--- src/rtl/soft_event_trig_multi_if.sv ---
// Soft-event trigger unit bus: event inputs, per-channel configuration and timing outputs.
// master drives events and configuration; slave is the trigger unit.
interface soft_event_trig_multi_if #(
    parameter int NCH     = 4,
    parameter int DLY_W   = 16,
    parameter int BURST_W = 8,
    parameter int TMO_W   = 24
);
    logic                   clk_enable;
    logic [NCH-1:0]         evg_soft_event;
    logic [NCH-1:0]         evg_trig;
    logic [NCH-1:0]         disarm;
    logic [NCH*DLY_W-1:0]   delay;
    logic [BURST_W-1:0]     burst_len;
    logic [TMO_W-1:0]       timeout;
    logic [NCH-1:0]         trig_out;
    logic [NCH-1:0]         armed;
    logic [NCH-1:0]         timeout_flag;

    modport master (
        output clk_enable, evg_soft_event, evg_trig, disarm, delay, burst_len, timeout,
        input  trig_out, armed, timeout_flag
    );

    modport slave (
        input  clk_enable, evg_soft_event, evg_trig, disarm, delay, burst_len, timeout,
        output trig_out, armed, timeout_flag
    );
endinterface

--- src/rtl/soft_event_trig_multi.sv ---
// Per-channel soft-event arming: arm on soft event, fire trig_out after a delay on the next trigger rise.
// Latency: trigger rise sampled at edge k -> trig_out high after edge k+delay; soft event arms ~4 edges after sampling.
// No backpressure: events are level inputs; events arriving in a state that cannot use them are dropped.
module soft_event_trig_multi #(
    parameter int NCH     = 4,
    parameter int DLY_W   = 16,
    parameter int BURST_W = 8,
    parameter int TMO_W   = 24
) (
    input  logic                   clk,
    input  logic                   reset,
    soft_event_trig_multi_if.slave bus
);
    localparam logic [1:0] ST_IDLE  = 2'd0;
    localparam logic [1:0] ST_ARMED = 2'd1;
    localparam logic [1:0] ST_DELAY = 2'd2;
    localparam logic [1:0] ST_FIRE  = 2'd3;

    logic [NCH-1:0] s1, s2, s3, sev_edge;
    logic [NCH-1:0] trig_q, trig_rise;

    // Synchroniser and trigger history run even while clk_enable is low so a held trigger never looks new.
    always_ff @(posedge clk or negedge reset) begin
        if (!reset) begin
            s1       <= '0;
            s2       <= '0;
            s3       <= '0;
            sev_edge <= '0;
            trig_q   <= '0;
        end else begin
            s1       <= bus.evg_soft_event;
            s2       <= s1;
            s3       <= s2;
            sev_edge <= s2 & ~s3;
            trig_q   <= bus.evg_trig;
        end
    end

    assign trig_rise = bus.evg_trig & ~trig_q;

    for (genvar c = 0; c < NCH; c++) begin : g_ch
        logic [1:0]         state;
        logic [DLY_W-1:0]   dcnt;
        logic [BURST_W-1:0] rem;
        logic [TMO_W-1:0]   tmo_cnt;
        logic [TMO_W:0]     tmo_inc;
        logic [DLY_W-1:0]   dly_c;
        logic               fire_q;
        logic               flag_q;

        assign dly_c   = bus.delay[c*DLY_W +: DLY_W];
        assign tmo_inc = {1'b0, tmo_cnt} + (TMO_W+1)'(1);

        always_ff @(posedge clk or negedge reset) begin
            if (!reset) begin
                state   <= ST_IDLE;
                dcnt    <= '0;
                rem     <= '0;
                tmo_cnt <= '0;
                fire_q  <= 1'b0;
                flag_q  <= 1'b0;
            end else begin
                fire_q <= 1'b0;
                if (bus.disarm[c]) begin
                    state <= ST_IDLE;
                end else if (bus.clk_enable) begin
                    case (state)
                        ST_IDLE: begin
                            if (sev_edge[c]) begin
                                state   <= ST_ARMED;
                                tmo_cnt <= '0;
                                rem     <= bus.burst_len;
                                flag_q  <= 1'b0;
                            end
                        end
                        ST_ARMED: begin
                            // A trigger on the expiry edge still counts, so it is checked first.
                            if (trig_rise[c]) begin
                                if (dly_c == '0) begin
                                    state  <= ST_FIRE;
                                    fire_q <= 1'b1;
                                end else begin
                                    state <= ST_DELAY;
                                    dcnt  <= dly_c;
                                end
                            end else begin
                                tmo_cnt <= tmo_inc[TMO_W-1:0];
                                if (bus.timeout != '0 && tmo_inc == {1'b0, bus.timeout}) begin
                                    state  <= ST_IDLE;
                                    flag_q <= 1'b1;
                                end
                            end
                        end
                        ST_DELAY: begin
                            dcnt <= dcnt - DLY_W'(1);
                            if (dcnt == DLY_W'(1)) begin
                                state  <= ST_FIRE;
                                fire_q <= 1'b1;
                            end
                        end
                        ST_FIRE: begin
                            tmo_cnt <= '0;
                            if (rem == '0) begin
                                state <= ST_ARMED;
                            end else if (rem == BURST_W'(1)) begin
                                state <= ST_IDLE;
                            end else begin
                                rem   <= rem - BURST_W'(1);
                                state <= ST_ARMED;
                            end
                        end
                        default: state <= ST_IDLE;
                    endcase
                end
            end
        end

        assign bus.trig_out[c]     = fire_q;
        assign bus.armed[c]        = (state != ST_IDLE);
        assign bus.timeout_flag[c] = flag_q;
    end
endmodule

--- src/flat_wrapper.sv ---
// flat-port wrapper written by rule: the top's interface ports become plain ports
module soft_event_trig_multi_flat 
#(
    parameter int NCH     = 4,
    parameter int DLY_W   = 16,
    parameter int BURST_W = 8,
    parameter int TMO_W   = 24
)
  (clk, reset, bus_clk_enable, bus_evg_soft_event, bus_evg_trig, bus_disarm, bus_delay, bus_burst_len, bus_timeout, bus_trig_out, bus_armed, bus_timeout_flag);
  soft_event_trig_multi_if #(.NCH(NCH), .DLY_W(DLY_W), .BURST_W(BURST_W), .TMO_W(TMO_W)) bus_i ();
  input  logic clk;
  input  logic reset;
  input wire logic [$bits(bus_i.clk_enable)-1:0] bus_clk_enable;
  input wire logic [$bits(bus_i.evg_soft_event)-1:0] bus_evg_soft_event;
  input wire logic [$bits(bus_i.evg_trig)-1:0] bus_evg_trig;
  input wire logic [$bits(bus_i.disarm)-1:0] bus_disarm;
  input wire logic [$bits(bus_i.delay)-1:0] bus_delay;
  input wire logic [$bits(bus_i.burst_len)-1:0] bus_burst_len;
  input wire logic [$bits(bus_i.timeout)-1:0] bus_timeout;
  output wire logic [$bits(bus_i.trig_out)-1:0] bus_trig_out;
  output wire logic [$bits(bus_i.armed)-1:0] bus_armed;
  output wire logic [$bits(bus_i.timeout_flag)-1:0] bus_timeout_flag;
  assign bus_i.clk_enable = bus_clk_enable;
  assign bus_i.evg_soft_event = bus_evg_soft_event;
  assign bus_i.evg_trig = bus_evg_trig;
  assign bus_i.disarm = bus_disarm;
  assign bus_i.delay = bus_delay;
  assign bus_i.burst_len = bus_burst_len;
  assign bus_i.timeout = bus_timeout;
  assign bus_trig_out = bus_i.trig_out;
  assign bus_armed = bus_i.armed;
  assign bus_timeout_flag = bus_i.timeout_flag;
  soft_event_trig_multi #(.NCH(NCH), .DLY_W(DLY_W), .BURST_W(BURST_W), .TMO_W(TMO_W)) u_core (.clk(clk), .reset(reset), .bus(bus_i));
endmodule
--- config.mk ---
export PLATFORM = sky130hd
export DESIGN_NAME = soft_event_trig_multi_flat
export DESIGN_NICKNAME = d
export VERILOG_FILES = /design/src/rtl/soft_event_trig_multi_if.sv /design/src/rtl/soft_event_trig_multi.sv /design/src/flat_wrapper.sv
export SDC_FILE = /design/constraint.sdc
export NUM_CORES = 1
export LEC_CHECK = 0
export CAP_MARGIN = 20
export CORE_MARGIN = 1
export CORE_UTILIZATION = 35
export CTS_CLUSTER_SIZE = 40
export DETAILED_ROUTE_END_ITERATION = 8
export SETUP_SLACK_MARGIN = 0.1
export SYNTH_ARGS = -nofsm -noshare
export SYNTH_HDL_FRONTEND = slang
export SYNTH_SLANG_ARGS = --single-unit
--- constraint.sdc ---
create_clock -name clk -period 6.75 [get_ports clk]
set_clock_uncertainty 0.05 [all_clocks]
set_input_delay 1.35 -clock clk [delete_from_list [all_inputs] [get_ports clk]]
set_output_delay 1.35 -clock clk [all_outputs]
set_load 0.01 [all_outputs]
-- Word level (Yosys, flattened, before mapping)
Cells that the tools add are included.
Widths: inputs -> output; s select.
- register bits after elaboration: 228
- input bits: 111
- add/subtract/negate cells: 12
- eq/ne operators: 64
- muxes and demuxes: 120
- bitwise logic cells: 8
- reduce and logical (&&, ||, !) cells: 61
- operators with widths (cell ; number):
    $pmux 24 s3 ; 4
    $mux 24 ; 8
    $mux 16 ; 8
    $pmux 16 s2 ; 4
    $add 24x1->25 const B ; 4
    $eq 25x24->1 ; 4
    $mux 8 ; 12
    $eq 16x1->1 const B ; 4
    $logic_not 16->1 ; 4
    $pmux 8 s2 ; 4
    $sub 16x1->16 const B ; 4
    $mux 2 ; 28
    $reduce_and 6->1 ; 8
    $mux 1 ; 40
    $reduce_and 5->1 ; 8
    $reduce_bool 2->1 ; 20
    $eq 8x1->1 const B ; 4
    $logic_not 8->1 ; 4
    $ne 2x2->1 const B ; 16
    $pmux 2 s4 ; 4
    $sub 8x1->8 const B ; 4
    $ne 2x1->1 const B ; 12
    $ne 3x2->1 const B ; 8
    $reduce_bool 24->1 ; 1
    other kinds (11) ; 48

-- Logic depth before layout (Yosys ltp)
Gate-level depths: netlist of the first run.
- word-level depth: 8
- depth in mapped cells: 12

-- Worst setup path before layout of the first run
OpenSTA, ideal clock, no wires.
- path kind: input-to-reg
- start point: in bus_timeout[11]
- end point: reg u_core.g_ch[2].state[0]
- setup time: 128 ps
- arrival time: 3446 ps
- setup slack: 3126 ps
- stages: 9
- path buffers: 1
- cells stage by stage: clkbuf_1 xnor2_1 xnor2_1 o31a_1 or4_1 nor3b_1 nand4b_1 a31oi_1 mux2_1
- longest elaborated chain between the ends: 4
- elaborated cells on any way between the ends: 5
- those cells by class: 2 x eq/ne; 3 x reduce/logical
- RTL lines (element ; RTL line ; source):
    start: declaration ; flat_wrapper.sv:19 ; input wire logic [$bits(bus_i.timeout)-1:0] bus_timeout;
    $eq 25x24->1 / $reduce_bool 24->1 (equally long branches) ; soft_event_trig_multi.sv:88 ; if (bus.timeout != '0 && tmo_inc == {1'b0, bus.timeout}) begin
    $logic_and 1x1->1 * ; soft_event_trig_multi.sv:88 ;
    $ne 4x2->1 (no line) * ; -- ;
    $reduce_and 4->1 (no line) * ; -- ;
    end signal: assignment ; soft_event_trig_multi.sv:83 ; state <= ST_DELAY;
    end signal: assignment ; soft_event_trig_multi.sv:89 ; state <= ST_IDLE;
    end signal: assignment ; soft_event_trig_multi.sv:97 ; state <= ST_FIRE;
    end: declaration ; soft_event_trig_multi.sv:42 ; logic [1:0] state;
Mark *: on every way between the ends. The rest lies on a longest branch, timed or not.
A chain may end at the register's enable or synchronous reset.

-- Worst setup path in the final report of the first run
- start point: reg u_core.g_ch[3].state[1]
- end point: reg u_core.g_ch[3].dcnt[11]
- longest elaborated chain between the ends: 3
- elaborated cells on any way between the ends: 7
- those cells by class: 4 x eq/ne; 1 x mux; 2 x reduce/logical
- RTL lines (element ; RTL line ; source):
    start: declaration ; soft_event_trig_multi.sv:42 ;
    start signal: assignment ; soft_event_trig_multi.sv:56 ; state <= ST_IDLE;
    start signal: assignment ; soft_event_trig_multi.sv:65 ; state <= ST_IDLE;
    start signal: assignment ; soft_event_trig_multi.sv:70 ; state <= ST_ARMED;
    $eq 2x1->1 / $eq 2x2->1 (equally long branches) ; soft_event_trig_multi.sv:67 ; case (state)
    $ne 2x1->1 (no line) (tied with other cells) ; -- ;
    $reduce_and 5->1 (no line) ; -- ;
    end signal: assignment ; soft_event_trig_multi.sv:84 ; dcnt <= dly_c;
    end signal: assignment ; soft_event_trig_multi.sv:95 ; dcnt <= dcnt - DLY_W'(1);
    end: declaration ; soft_event_trig_multi.sv:43 ; logic [DLY_W-1:0] dcnt;
Parallel ways exist; a longest one is shown, timed or not.

==> flow_metrics.env, run 1 <==
export IMPL_critPathLaunchType="flop"
export IMPL_cp_arrival_ns=4.74
export IMPL_syn_nets=2152
export IMPL_critPathRequiredTime_ns=7.19
export IMPL_num_antenna_cells=0
export IMPL_power_total_w=0.00455
export IMPL_synthTopCellsByCount="228 x dfrtp_1, 202 x nand2_1, 153 x o21ai_0"
export IMPL_finalCritPeriodShare=0.638
export IMPL_layout_drive_gt1_share=0.0437
export IMPL_cts_buffers=29
export IMPL_cpLargestDelayFamily="simple AND/OR/NAND/NOR gates"
export IMPL_maxSlewHeadroom=0.255
export IMPL_synthArstFlopShare=1.00
export IMPL_die_h_um=217
export IMPL_gp_routability_congestion=0.900
export IMPL_fin_setup_tns_ns=0
export IMPL_yosysUniqueCellTypes=76
export IMPL_hold_viol_final=0
export IMPL_hpwlAfterDp_um=33200
export IMPL_tritoncts="yes"
export IMPL_clockRootBuffer="clkbuf_16"
export IMPL_portBuffers=122
export IMPL_ctsResizeCount=0
export IMPL_die_area_sq_um=47100
export IMPL_crit_buf_inv=3
export IMPL_core_area_sq_um=45500
export IMPL_max_stage_delay_ns=0.91
export IMPL_yosys_area_top_type="dfrtp_1"
export IMPL_leakagePower_nw=7.08
export IMPL_slowest_stage="ha_1"
export IMPL_worst_pin_slew_ns=1.12
export IMPL_period_needed_ns=4.30
export IMPL_synth_cell_area_sq_um=16200
export IMPL_fmax_mhz=232
export IMPL_hold_depth=0
export IMPL_critPathKind="reg2reg"
export IMPL_antenna_found_initial=0
export IMPL_initial_utilization=0.356
export IMPL_grt_overflow_total=0
export IMPL_nets=2168
export IMPL_r2r_start="u_core.g_ch[3].state[1]"
export IMPL_rsz0062_at_grt="false"
export IMPL_synthFlopType="dfrtp_1"
export IMPL_via_count=15200
export IMPL_die_w_um=217
export IMPL_firstDrtPassIters=5
export IMPL_fp_row_count=78
export IMPL_hp_start="u_core.s1[1]"
export IMPL_avgSynthCellArea_sq_um=8.09
export IMPL_finalWirelength_um=47500
export IMPL_grt_use_total=0.199
export IMPL_grt_max_degree=133
export IMPL_clock_path_buffers=3
export IMPL_cts_setup_buffers=0
export IMPL_setup_viol=0
export IMPL_seq_area_frac_synth=0.352
export IMPL_ioPinCount=123
export IMPL_first_iter_violations=1270
export IMPL_clock_latency_ns=0.56
export IMPL_end_kind="flop"
export IMPL_hold_buffers=0
export IMPL_synth_edff_count=0
export IMPL_cts_htree_levels=1
export IMPL_yosysWarnings=0
export IMPL_rr_endpoint="u_core.g_ch[3].dcnt[11]"
export IMPL_crit_path_max_fanout=31
export IMPL_min_path_type="reg2reg"
export IMPL_maxCapViolations=0
export IMPL_status="finished clean"
export IMPL_holdPathEnd="u_core.s2[1]"
export IMPL_ys_seq_elements=228
export IMPL_final_max_slew_viol_count=0
export IMPL_power_density_nw_per_um2=244
export IMPL_grt_pass1_wl_um=77200
export IMPL_synth_most_common_cell="dfrtp_1"
export IMPL_drc=0
export IMPL_reg2regPathDepth=11
export IMPL_synth_area_leaders="dfrtp_1 35%, o21ai_0 4.7%, nand2_1 4.7%, xnor2_1 4.7%, a21oi_1 3.9%"
export IMPL_clk_pin_slew_worst_paths_ns=0.06
export IMPL_syn_instance_count=2001
export IMPL_clkSinkCount=228
export IMPL_grt_pass1_vias=14600
export IMPL_ant_nets=0
export IMPL_wl_per_cell_um=18.0
export IMPL_yosys_area_top_type_share=0.352
export IMPL_areaGrowthSynthToFinish_pct=15.4
export IMPL_vias_per_cell=5.78
export IMPL_crit_chain="inv_1, ha_1, inv_1, nor4_1, nand4_1, nor4_1, nor2_1, buf_4, nand2_1, o22ai_1, a21oi_1"
export IMPL_vdd_ir_drop_max_mv=0.209
export IMPL_reg2reg_slack_ns=2.45
## metal layers
| layer | global-route usage | vias up | wire length, um |
|---|---|---|---|
| met5 | 0 | - | 0 |
| met2 | 0.316 | 399 | 21400 |
| met3 | 0.0306 | 64 | 2750 |
| li1 | - | 7375 | - |
| met4 | 0.0486 | 0 | 901 |
| met1 | 0.283 | 7404 | 22400 |
## worst max path at each step
stage / endpoint / depth (start not counted) / from / slack [ns]
floorplan: u_core.g_ch[2].state[0] / 9 / bus_timeout[11] / 3.13
global placement: u_core.g_ch[2].state[0] / 9 / bus_timeout[11] / 2.34
detailed placement: u_core.g_ch[0].tmo_cnt[8] / 9 / bus_clk_enable / 2.28
CTS: u_core.g_ch[3].dcnt[11] / 11 / u_core.g_ch[3].state[1] / 2.44
global route: u_core.g_ch[3].dcnt[2] / 11 / u_core.g_ch[3].state[1] / 2.13
finish: u_core.g_ch[3].dcnt[11] / 11 / u_core.g_ch[3].state[1] / 2.45
## stage by stage
step	hold WS (ns)	instances	worst slack [ns]	util	instance area [sq um]
6_report	0.300	2637	2.45	0.411	18700
5_1_grt	0.304	2637	2.13	0.411	18700
4_1_cts	0.301	2632	2.44	0.409	18600
3_5_place_dp	0.288	2581	2.28	0.388	17600
3_3_place_gp	0.283	2581	2.34	0.388	17600
2_1_floorplan	0.281	2001	3.13	-	16200
## sequential cells by signal, indices dropped and copies added (netlist names)
register,cells
u_core.g_ch.dcnt,64
u_core.g_ch.fire_q,4
u_core.g_ch.flag_q,4
u_core.g_ch.rem,32
u_core.g_ch.state,8
u_core.g_ch.tmo_cnt,96
u_core.s1,4
u_core.s2,4
u_core.s3,4
u_core.sev_edge,4
u_core.trig_q,4
## power breakdown
| group | internal, W | switching, W |
|---|---|---|
| Combinational | 0.000453 | 0.000594 |
| Clock | 0.000981 | 0.000618 |
| Sequential | 0.00162 | 0.000286 |
| Total | 0.00305 | 0.00150 |
## worst register-to-register path: stages (launching register included)
cell     delay (ns)
dfrtp_1        0.47
inv_1          0.16
ha_1           0.91
inv_1          0.50
nor4_1         0.32
nand4_1        0.14
nor4_1         0.54
nor2_1         0.11
buf_4          0.26
nand2_1        0.45
o22ai_1        0.17
a21oi_1        0.16
## placed cells by master (no fill, tap or decap), types with 22 or more instances in the layout
cell type	count
or3_1	26
o21ai_0	153
o22a_1	52
inv_1	69
a22o_1	27
nand3_1	91
a21oi_1	127
clkbuf_16	30
xor2_1	46
o22ai_1	22
a31oi_1	34
clkdlybuf4s50_1	121
mux2i_1	22
nand2_1	202
nor3_1	73
nor2_1	151
dfrtp_1	228
o31ai_1	41
nor4_1	50
nand4_1	52
ha_1	40
xnor2_1	86
## layout make-up
cell class,count,area (sq um)
clock inverters,11,134
flip-flops and latches,228,5710
well taps,600,751
fillers,4605,26800
multi-input cells,1551,9610
repair buffers,136,1370
inverters,71,267
clock buffers,40,847
## logic make-up after synthesis
logic type,after synthesis,share of synthesized area
simple gates,780,0.244
fa+ha+maj,40,0.0309
flops,228,0.352
buf+inv,222,0.0541
mux,31,0.0199
compound gates,568,0.228
xor+xnor,132,0.0714
No activity file was read; power rests on OpenSTA's default activity.
==> run 2: changes to the inputs <==
clock period = 3.6 ns   (was 6.75 ns; I/O delays follow)
==> run 2 against run 1 <==
Net effect:
- setup slack worse by 2.1 ns
- clock power is 86% higher
- die area stayed put
==> flow_metrics.env, run 2 (synthesis results as in run 1) <==
export IMPL_finalWirelength_um=48900
export IMPL_fp_row_count=78
export IMPL_crit_start="u_core.g_ch[1].tmo_cnt[3]"
export IMPL_finalCritPeriodShare=0.908
export IMPL_layout_drive_gt1_share=0.0777
export IMPL_clockRootBuffer="clkbuf_16"
export IMPL_top_usage_layer="met2"
export IMPL_cp_arrival_ns=3.69
export IMPL_die_area_sq_um=47100
export IMPL_multi_input_area_sq_um=9610
export IMPL_core_area_sq_um=45500
export IMPL_hpwlAfterDp_um=35200
export IMPL_firstDrtPassIters=8
export IMPL_critPathRequiredTime_ns=4.02
export IMPL_r2r_start="u_core.g_ch[1].tmo_cnt[3]"
export IMPL_maxCapViolations=0
export IMPL_fin_ws_ns=0.331
export IMPL_end_kind="flop"
export IMPL_clock_latency_ns=0.58
export IMPL_setup_viol=0
export IMPL_final_common_cell="dfrtp_1"
export IMPL_largest_register="u_core.g_ch.tmo_cnt"
export IMPL_grt_overflow_total=0
export IMPL_crit_chain="nand4_4, or3_1, or4_1, a2111o_1, a2111oi_2, nand4_1, a31oi_1, nor2_1, a311oi_1"
export IMPL_max_stage_delay_ns=0.53
export IMPL_min_path_type="in2async"
export IMPL_antenna_found_initial=1
export IMPL_worst_pin_slew_ns=0.971
export IMPL_grt_pass1_vias=14800
export IMPL_ioPinCount=123
export IMPL_pre_cts_ws_ns=0.00814
export IMPL_cpLargestDelayFamily="simple AND/OR/NAND/NOR gates"
export IMPL_crit_path_max_fanout=8
export IMPL_reg_largest_list="u_core.g_ch.tmo_cnt: 96 flops, u_core.g_ch.dcnt: 64 flops, u_core.g_ch.rem: 32 flops"
export IMPL_via_count=15600
export IMPL_gp_routability_congestion=0.911
export IMPL_grt_pass1_wl_um=79100
export IMPL_final_max_slew_viol_count=0
export IMPL_leakagePower_nw=7.45
export IMPL_clock_path_buffers=3
export IMPL_status="finished clean"
export IMPL_grt_max_degree=69
export IMPL_grt_use_total=0.206
export IMPL_tritoncts="yes"
export IMPL_drc=0
export IMPL_critPathLaunchType="flop"
export IMPL_clk_pin_slew_worst_paths_ns=0.06
export IMPL_placed_area_sq_um=18300
export IMPL_vdd_ir_drop_max_mv=0.388
export IMPL_period_needed_ns=3.27
export IMPL_vias_per_cell=5.73
export IMPL_fmax_mhz=306
export IMPL_hold_viol_final=0
export IMPL_regArea_sq_um=5710
export IMPL_die_w_um=217
export IMPL_final_cells=2713
export IMPL_fillers=4546
export IMPL_fin_setup_tns_ns=0
export IMPL_globalRouteMet1Util=0.291
export IMPL_grt_util_met2=0.328
export IMPL_dp_cells=2662
export IMPL_use_met3=0.0260
export IMPL_clkSinkCount=228
export IMPL_cts_buffers=30
export IMPL_crit_buf_inv=0
export IMPL_layout_common_cells="228 x dfrtp_1, 202 x nand2_1, 153 x o21ai_0"
export IMPL_cts_htree_levels=1
export IMPL_areaGrowthSynthToFinish_pct=18.9
export IMPL_power_density_nw_per_um2=445
export IMPL_largest_register_ff_count=96
export IMPL_wl_per_cell_um=18.0
export IMPL_critPathKind="reg2reg"
export IMPL_slowest_stage="dfrtp_1"
export IMPL_first_iter_violations=1348
export IMPL_maxSlewHeadroom=0.348
export IMPL_nets=2245
export IMPL_final_cell_area_sq_um=19300
export IMPL_rsz0062_at_grt="false"
export IMPL_die_h_um=217
export IMPL_portBuffers=122
export IMPL_ant_nets=0
export IMPL_initial_utilization=0.356
-- run 2: report_power, final --
part           internal (W)  leakage [nW]  switching, W
logic              0.000896          4.05       0.00113
clock network       0.00181         0.482       0.00118
registers           0.00303          2.92      0.000533
-- run 2: final timing paths --
path / end / slack [ns] / cells past startpoint
min in group clk: u_core.s2[3] / 0.30 / 0
worst min-delay path: u_core.s1[2] / 0.07 / 1
worst min register to register: u_core.s2[3] / 0.30 / 0
worst max register to register: u_core.g_ch[1].state[0] / 0.33 / 9
worst max-delay path: u_core.g_ch[1].state[0] / 0.33 / 9
max in group asynchronous: u_core.g_ch[1].dcnt[6] / 2.47 / 2
-- run 2: timing repair --
item	4_1_cts	5_1_grt
setup endpoints to repair	0	2
resized for setup	0	2
endpoints found under the hold margin	0	0
setup buffers	0	0
hold buffers	0	0
-- run 2: routing by layer --
metal,vias to the layer above,part of all wire
met5,-,0
met4,0,0.026
met3,80,0.050
met2,425,0.45
met1,7541,0.48
li1,7512,-
-- run 2: stage by stage --
| stage | hold WS [ns] | util | power, W |
|---|---|---|---|
| 4_1_cts | 0.0724 | 0.423 | 0.00865 |
| 3_3_place_gp | 0.284 | 0.402 | 0.00553 |
| 3_5_place_dp | 0.293 | 0.402 | 0.00562 |
| 5_1_grt | 0.0973 | 0.423 | 0.00910 |
| 6_report | 0.0657 | 0.423 | 0.00857 |
| 2_1_floorplan | 0.281 | - | 0.00485 |
-- run 2: area by class of cell --
cell class,instances,area share
diodes,2,0.000260
multi-input cells,1551,0.499
repair buffers,212,0.101
well taps,600,0.0390
clock buffers,41,0.0454
clock inverters,8,0.00468
flip-flops and latches,228,0.296
inverters,71,0.0138
